<file path="config.mk">
export PLATFORM = sky130hd
export DESIGN_NAME = discharge_pulse_scheduler
export DESIGN_NICKNAME = d
export VERILOG_FILES = /design/src/rtl/discharge_pulse_scheduler.sv
export SDC_FILE = /design/constraint.sdc
export NUM_CORES = 1
export LEC_CHECK = 0
export BUFFER_PORTS_ARGS = -buffer_cell sky130_fd_sc_hd__buf_2
export CORE_MARGIN = 4
export CORE_UTILIZATION = 30
export CTS_BUF_LIST = sky130_fd_sc_hd__clkbuf_16
export DETAILED_ROUTE_END_ITERATION = 8
export HOLD_SLACK_MARGIN = 0.03
export PLACE_DENSITY = 0.56
export SKIP_LAST_GASP = 1
export SYNTH_ARGS = -nofsm -noshare
export SYNTH_HDL_FRONTEND = slang
export SYNTH_SLANG_ARGS = --single-unit
</file>
<file path="constraint.sdc">
create_clock -name clk -period 6 [get_ports clk]
set_input_delay 0.3 -clock clk [delete_from_list [all_inputs] [get_ports clk]]
set_output_delay 0.3 -clock clk [all_outputs]
set_load 0.005 [all_outputs]
</file>
<file path="src/rtl/discharge_pulse_scheduler.sv">
// rtl/discharge_pulse_scheduler.sv - EDM discharge pulse sequencer (gap open, breakdown wait, Ton, Toff)
module discharge_pulse_scheduler #(
    parameter int TW = 32,
    parameter int CW = 32
) (
    input  logic          clk,
    input  logic          rst_n,
    input  logic          enable,
    input  logic          stop,
    input  logic          breakdown,
    input  logic          short_circuit,
    input  logic [15:0]   waveform_in,
    input  logic [15:0]   Ip_in,
    input  logic [TW-1:0] Ton_in,
    input  logic [TW-1:0] Toff_in,
    input  logic [TW-1:0] Tw_max_in,
    output logic [TW-1:0] timer_buck_interleave,
    output logic [15:0]   waveform,
    output logic [15:0]   Ip,
    output logic [TW-1:0] Ton_timer,
    output logic          gap_voltage_on,
    output logic          discharge_on,
    output logic          buck_phase,
    output logic          pulse_done,
    output logic [CW-1:0] pulse_count,
    output logic [CW-1:0] open_count,
    output logic [CW-1:0] short_count,
    output logic          config_err
);

    typedef enum logic [1:0] {IDLE, WAIT_BD, DISCHARGE, REST} state_t;

    localparam logic [TW-1:0] T_ONE = {{(TW-1){1'b0}}, 1'b1};
    localparam logic [CW-1:0] C_ONE = {{(CW-1){1'b0}}, 1'b1};

    state_t        state;
    logic [TW-1:0] toff_q;
    logic [TW-1:0] tw_max_q;
    logic [TW-1:0] wait_cnt;
    logic [TW-1:0] rest_cnt;
    logic [TW-1:0] rest_end;

    // A zero rest time still costs one REST cycle.
    assign rest_end = (toff_q == '0) ? T_ONE : toff_q;

    always_ff @(posedge clk or negedge rst_n) begin
        if (!rst_n) begin
            state                 <= IDLE;
            toff_q                <= '0;
            tw_max_q              <= '0;
            wait_cnt              <= '0;
            rest_cnt              <= '0;
            timer_buck_interleave <= '0;
            waveform              <= '0;
            Ip                    <= '0;
            Ton_timer             <= '0;
            gap_voltage_on        <= 1'b0;
            discharge_on          <= 1'b0;
            buck_phase            <= 1'b0;
            pulse_done            <= 1'b0;
            pulse_count           <= '0;
            open_count            <= '0;
            short_count           <= '0;
            config_err            <= 1'b0;
        end else begin
            pulse_done <= 1'b0;
            if (stop) begin
                state                 <= IDLE;
                timer_buck_interleave <= '0;
                gap_voltage_on        <= 1'b0;
                discharge_on          <= 1'b0;
            end else begin
                case (state)
                    IDLE: begin
                        if (enable) begin
                            if (Ton_in == '0) begin
                                config_err <= 1'b1;
                            end else begin
                                waveform       <= waveform_in;
                                Ip             <= Ip_in;
                                Ton_timer      <= Ton_in;
                                toff_q         <= Toff_in;
                                tw_max_q       <= Tw_max_in;
                                wait_cnt       <= T_ONE;
                                gap_voltage_on <= 1'b1;
                                state          <= WAIT_BD;
                            end
                        end
                    end
                    WAIT_BD: begin
                        if (short_circuit) begin
                            short_count    <= short_count + C_ONE;
                            rest_cnt       <= T_ONE;
                            gap_voltage_on <= 1'b0;
                            state          <= REST;
                        end else if (breakdown) begin
                            buck_phase            <= ~buck_phase;
                            timer_buck_interleave <= T_ONE;
                            discharge_on          <= 1'b1;
                            state                 <= DISCHARGE;
                        end else if (tw_max_q != '0 && wait_cnt == tw_max_q) begin
                            open_count     <= open_count + C_ONE;
                            rest_cnt       <= T_ONE;
                            gap_voltage_on <= 1'b0;
                            state          <= REST;
                        end else begin
                            wait_cnt <= wait_cnt + T_ONE;
                        end
                    end
                    DISCHARGE: begin
                        if (timer_buck_interleave == Ton_timer) begin
                            timer_buck_interleave <= '0;
                            pulse_done            <= 1'b1;
                            pulse_count           <= pulse_count + C_ONE;
                            discharge_on          <= 1'b0;
                            gap_voltage_on        <= 1'b0;
                            rest_cnt              <= T_ONE;
                            state                 <= REST;
                        end else begin
                            timer_buck_interleave <= timer_buck_interleave + T_ONE;
                        end
                    end
                    REST: begin
                        if (rest_cnt == rest_end) begin
                            state <= IDLE;
                        end else begin
                            rest_cnt <= rest_cnt + T_ONE;
                        end
                    end
                    default: state <= IDLE;
                endcase
            end
        end
    end

endmodule

</file>
Word level (Yosys, flattened, before mapping)
Index checks and enable logic that the tools add are counted.
Widths: inputs -> output; s select.
{"block": "classes", "n_addsub": 6, "eq_ne": 24, "muxes": 42, "bitwise_logic": 5, "reduce_logical": 21}
{"cell": "$mux 32", "n": 15}
{"cell": "$add 32x1->32 const B", "n": 6}
{"cell": "$pmux 32 s2", "n": 2}
{"cell": "$eq 32x32->1", "n": 3}
{"cell": "$pmux 32 s3", "n": 1}
{"cell": "$logic_not 32->1", "n": 2}
{"cell": "$reduce_bool 32->1", "n": 1}
{"cell": "$ne 3x3->1 const B", "n": 8}
{"cell": "$mux 2", "n": 8}
{"cell": "$reduce_and 4->1", "n": 4}
{"cell": "$ne 2x2->1 const B", "n": 7}
{"cell": "$mux 1", "n": 13}
{"cell": "$reduce_and 6->1", "n": 2}
{"cell": "$reduce_and 5->1", "n": 2}
{"cell": "$reduce_and 3->1", "n": 3}
{"cell": "$ne 4x4->1 const B", "n": 2}
{"cell": "$pmux 2 s4", "n": 1}
{"cell": "$reduce_and 7->1", "n": 1}
{"cell": "$reduce_bool 3->1", "n": 2}
{"cell": "$ne 5x5->1 const B", "n": 1}
{"cell": "$not 1->1", "n": 5}
{"cell": "$eq 2x2->1 const B", "n": 2}
{"cell": "$reduce_bool 4->1", "n": 1}
{"cell": "$pmux 1 s3", "n": 1}
{"cell": "5 further kinds", "n": 5}
{"block": "word_totals", "regBits": 327, "in_bits": 134, "out_inout_bits": 197, "wordCells": 115}

Logic depth before layout (Yosys ltp)
{"block": "depth", "word_depth": 7, "ltp_mapped": 12, "depth_no_buf": 9}

Least setup slack after synthesis
OpenSTA, ideal clock, no wires.
{"block": "synth_timing", "path_type": "register to register", "startpoint": "register timer_buck_interleave[20]", "endpoint": "register rest_cnt[5]", "setup_time_ns": 0.076, "arrival_ns": 2.659, "t_required_ns": 5.924, "path_slack_ns": 3.265, "stages_incl_launch_ff": 10, "path_buffers": 2, "period_less_slack_ns": 2.735, "path_cell_list": "dfrtp_1 xor2_1 nor4_1 nand4_1 or3_1 clkbuf_1 a2111o_1 buf_2 or4_1 o21ai_1"}
{"block": "synth_between", "elab_chain_cells": 3}
{"item": "start: declaration", "line_no": "17", "source": "output logic [TW-1:0] timer_buck_interleave,"}
{"item": "start signal: assignment", "line_no": "120", "source": "timer_buck_interleave <= timer_buck_interleave + T_ONE;"}
{"item": "$eq 32x32->1", "line_no": "111", "source": "if (timer_buck_interleave == Ton_timer) begin"}
{"item": "$ne 2x2->1 (no source line)"}
{"item": "$reduce_and 6->1 (no source line)"}
{"item": "end signal: assignment", "line_no": "127", "source": "rest_cnt <= rest_cnt + T_ONE;"}
{"item": "end: declaration", "line_no": "40", "source": "logic [TW-1:0] rest_cnt;"}
No other way between the ends.
A chain may end at the register's enable or synchronous reset.

Worst setup path after layout
{"block": "layout_timing", "startpoint": "register timer_buck_interleave[20]", "endpoint": "register rest_cnt[29]"}
Same word-level chain as after synthesis.

==> results.md <==
* Cell variety after synth at roughly 60
* Pwr Density at roughly 350 nW/um^2
* TritonRoute pass-1 iters at 4
* Cells after synthesis at approximately 1500
* # clock sinks at approximately 330
* CTS tree: yes
* CTS Buf Count at 40
* Core ar. at ~53000 um^2
* Routed wire per std cell at approximately 19 um
* Max VDD drop at around 260 uV
* HPWL Detailed at roughly 35000 um
* Ys async rst share at 100.0%
* Final setup margin at about 2600 ps
* Number of core rows at between 80 and 90
* Crit path time final at around 3400 ps
* Setup Total Neg Slack at 0 ps
* Post-route ant nets at 0
* Static Leak at between 9 and 10 nW
* Post-layout total power at 7.387 mW
* Antenna cell count at 0
* Initial Util at 30.42%
* Placed Area at about 18000 um^2
* First-pass GRT wire length at a little under 80000 um
* Slowest CP cell: or3_1
* Routed via count at 13114
* CP Capture Type: flop
* Critical Path, Cell by Cell: xor2_1 > nor4_1 > nand4_1 > or3_1 > a2111o_1 > buf_4 > or2_0 > o31ai_1
* Initial antenna violation count at 1
* Type of origin of the critical path: flop
* Crit path largest cell delay at roughly 520 ps
* Worst Path Max Fanout at between 50 and 60
* R2R depth at 8
* WL final at 49020 um
* Final setup viols at 0
* Nets at between 2000 and 2500
* Worst r2r dst: rest_cnt[29]
* Clock-pin slew on the worst setup and hold paths at 60 ps
* # fillers at around 5100
* Period utilization at ~56%
* Area growth, synth to finish at 30.90%
* R2R Setup Slk at around 2600 ps
* Die W at 239.3 um
* Count of state elements after synthesis at roughly 330
* Hold Path Depth at 2
* DRT iter0 DRCs at between 700 and 800
* Slew HR at roughly 28%
* Top delay family on crit path: simple AND/OR/NAND/NOR gates
* Clock Latency Late Sink at approximately 550 ps
* Dpl ws at between 2000 and 3000 ps
* Overflow after GRT at 0
* Max Cap Viol at 0
* Ports at approximately 330
* Vias in the first global route at about 14000
* Unrepaired setup endpoints after global routing: no
* Top post-synthesis cells by area: dfrtp_1 51%, mux2_2 9.4%, xnor2_1 6.2%
* Vias per inst at between 4 and 5
* Fin area at about 21000 um^2
* Slew Limit Fails at 0
* Worst Max-Slew Pin Slew at roughly 1100 ps
* Most common cell in the netlist: dfrtp_1
* Sequential area share after synthesis at about half
* Req. time, crit path at 6440 ps
* Ys flop type: dfrtp_1
* Residual DRC at 0
* Yosys top cell area share at approximately half
* Worst min-delay path class: in2reg
* Largest net degree at the start of global routing at roughly 130
* Global placement routability congestion at around 0.83
* Die Area at 57270 um^2
* Post-synth top cells: 327 x dfrtp_1, 134 x mux2_2, 113 x xnor2_1
* Worst Hold End: Ton_timer[0]
* CP Buf/Inv Count at 1
* CTS H-tree depth at 2
* Post-Syn Area at ~16000 um^2
* Mapped Avg Cell Area at approximately 11 um^2
* Maximum clock path buffer count at 3
* Yosys top cell by area: dfrtp_1
* Syn_nets at ~1600
* Critical path class: reg2reg
* Critical Path AT at between 3000 and 4000 ps
* Status: complete, no violations
* IO buf count at 330
* Reg2reg start: timer_buck_interleave[20]
* Min-delay src: Ton_in[0]
* Total Routing Usage GR at between 15 and 20%
* Final hold vios at 0
* Fin Clk Skew at approximately 22 ps
* Root Buffer: clkbuf_16
* Number of synthesis warnings at 0
* Fmax at slightly below 300 MHz
* EDFF count, synth at 0
* Share of post-route cells with drive strength above 1 at between 20% and 30%
* Chip height at between 200 and 250 um
* Number of setup buffers added after CTS at 0
==> placed cells by master (no fill, tap or decap), types with 32 or more instances in the layout <==
cell type / n
nand3_1: 56
a21oi_1: 32
xor2_1: 111
nor2_1: 91
mux2_2: 134
buf_2: 329
nor4_1: 54
dfrtp_1: 327
inv_1: 53
dlygate4sd3_1: 129
nand2_1: 82
nand4_1: 52
xnor2_1: 113
clkbuf_16: 41
==> how the worst max path moves through the flow <==
stage / from / endpoint / slack (ps) / depth (start not counted)
final: timer_buck_interleave[20] / rest_cnt[29] / 2610 / 8
after detailed placement: timer_buck_interleave[20] / rest_cnt[29] / 2620 / 8
after CTS: timer_buck_interleave[20] / rest_cnt[29] / 2620 / 8
after global placement: timer_buck_interleave[13] / rest_cnt[12] / 2670 / 8
after floorplan: timer_buck_interleave[20] / rest_cnt[5] / 3260 / 9
after global routing: state[1] / open_count[22] / 2330 / 8
==> cell families (layout without fill, tap and decap cells) <==
kind of cell | after synthesis | after routing | synth area share [%]
AOI/OAI and AO/OA | 163 | 163 | 6.922
xor gates and xnor gates | 225 | 225 | 12.28
adders and majority gates | 11 | 11 | 0.8574
buffers and inverters | 98 | 582 | 2.339
DFF | 327 | 327 | 50.98
muxes | 139 | 139 | 9.712
and+or+nand+nor | 501 | 501 | 16.91
==> final cells by class <==
type                    count  area (um^2)  share of cell area, %
well taps                 688        860.8                  4.097
repair buffers            473         3083                  14.67
inverters                  38        142.6                 0.6789
flip-flops and latches    327         8183                  38.94
clock buffers              41         1026                  4.883
multi-input cells        1039         7511                  35.75
clock inverters            30        205.2                 0.9766
==> report_power, final <==
| part | internal (mW) | switching (mW) | total [mW] |
|---|---|---|---|
| logic | 0.958 | 0.918 | 1.88 |
| clock network | 1.36 | 0.946 | 2.30 |
| registers | 2.69 | 0.511 | 3.21 |
==> sequential cells by signal, summed over array words and instances (netlist names) <==
signal and flops:
wait_cnt 32, Ton_timer 32, timer_buck_interleave 32, waveform 16
pulse_count 32, state 2, toff_q 32, Ip 16
tw_max_q 32, rest_cnt 32, config_err 1, gap_voltage_on 1
open_count 32, pulse_done 1, discharge_on 1, buck_phase 1
short_count 32
==> per-layer routing <==
metal | GRT usage (%) | part of all wire (%) | vias to the layer above
li1 | - | - | 6173
met1 | 22.40 | 43 | 6458
met2 | 27.46 | 47 | 390
met3 | 4.099 | 6.3 | 91
met4 | 6.227 | 3.4 | 2
met5 | 0 | 0.027 | -
==> metrics by stage <==
stage	hold slack (ps)	utilization (%)	instances
after detailed placement	369.9	35.04	2436
after global routing	77.39	39.82	2636
after global placement	361.5	35.04	2436
final	90.71	39.82	2636
after CTS	40.84	39.82	2636
after floorplan	4.409	-	1464
==> what timing repair did <==
item                                   in CTS  in global routing
hold buffers                              129                  0
gates resized for setup                     0                  0
endpoints found under the hold margin     212                  0
Note: power is estimated with default switching activity, not from simulation.
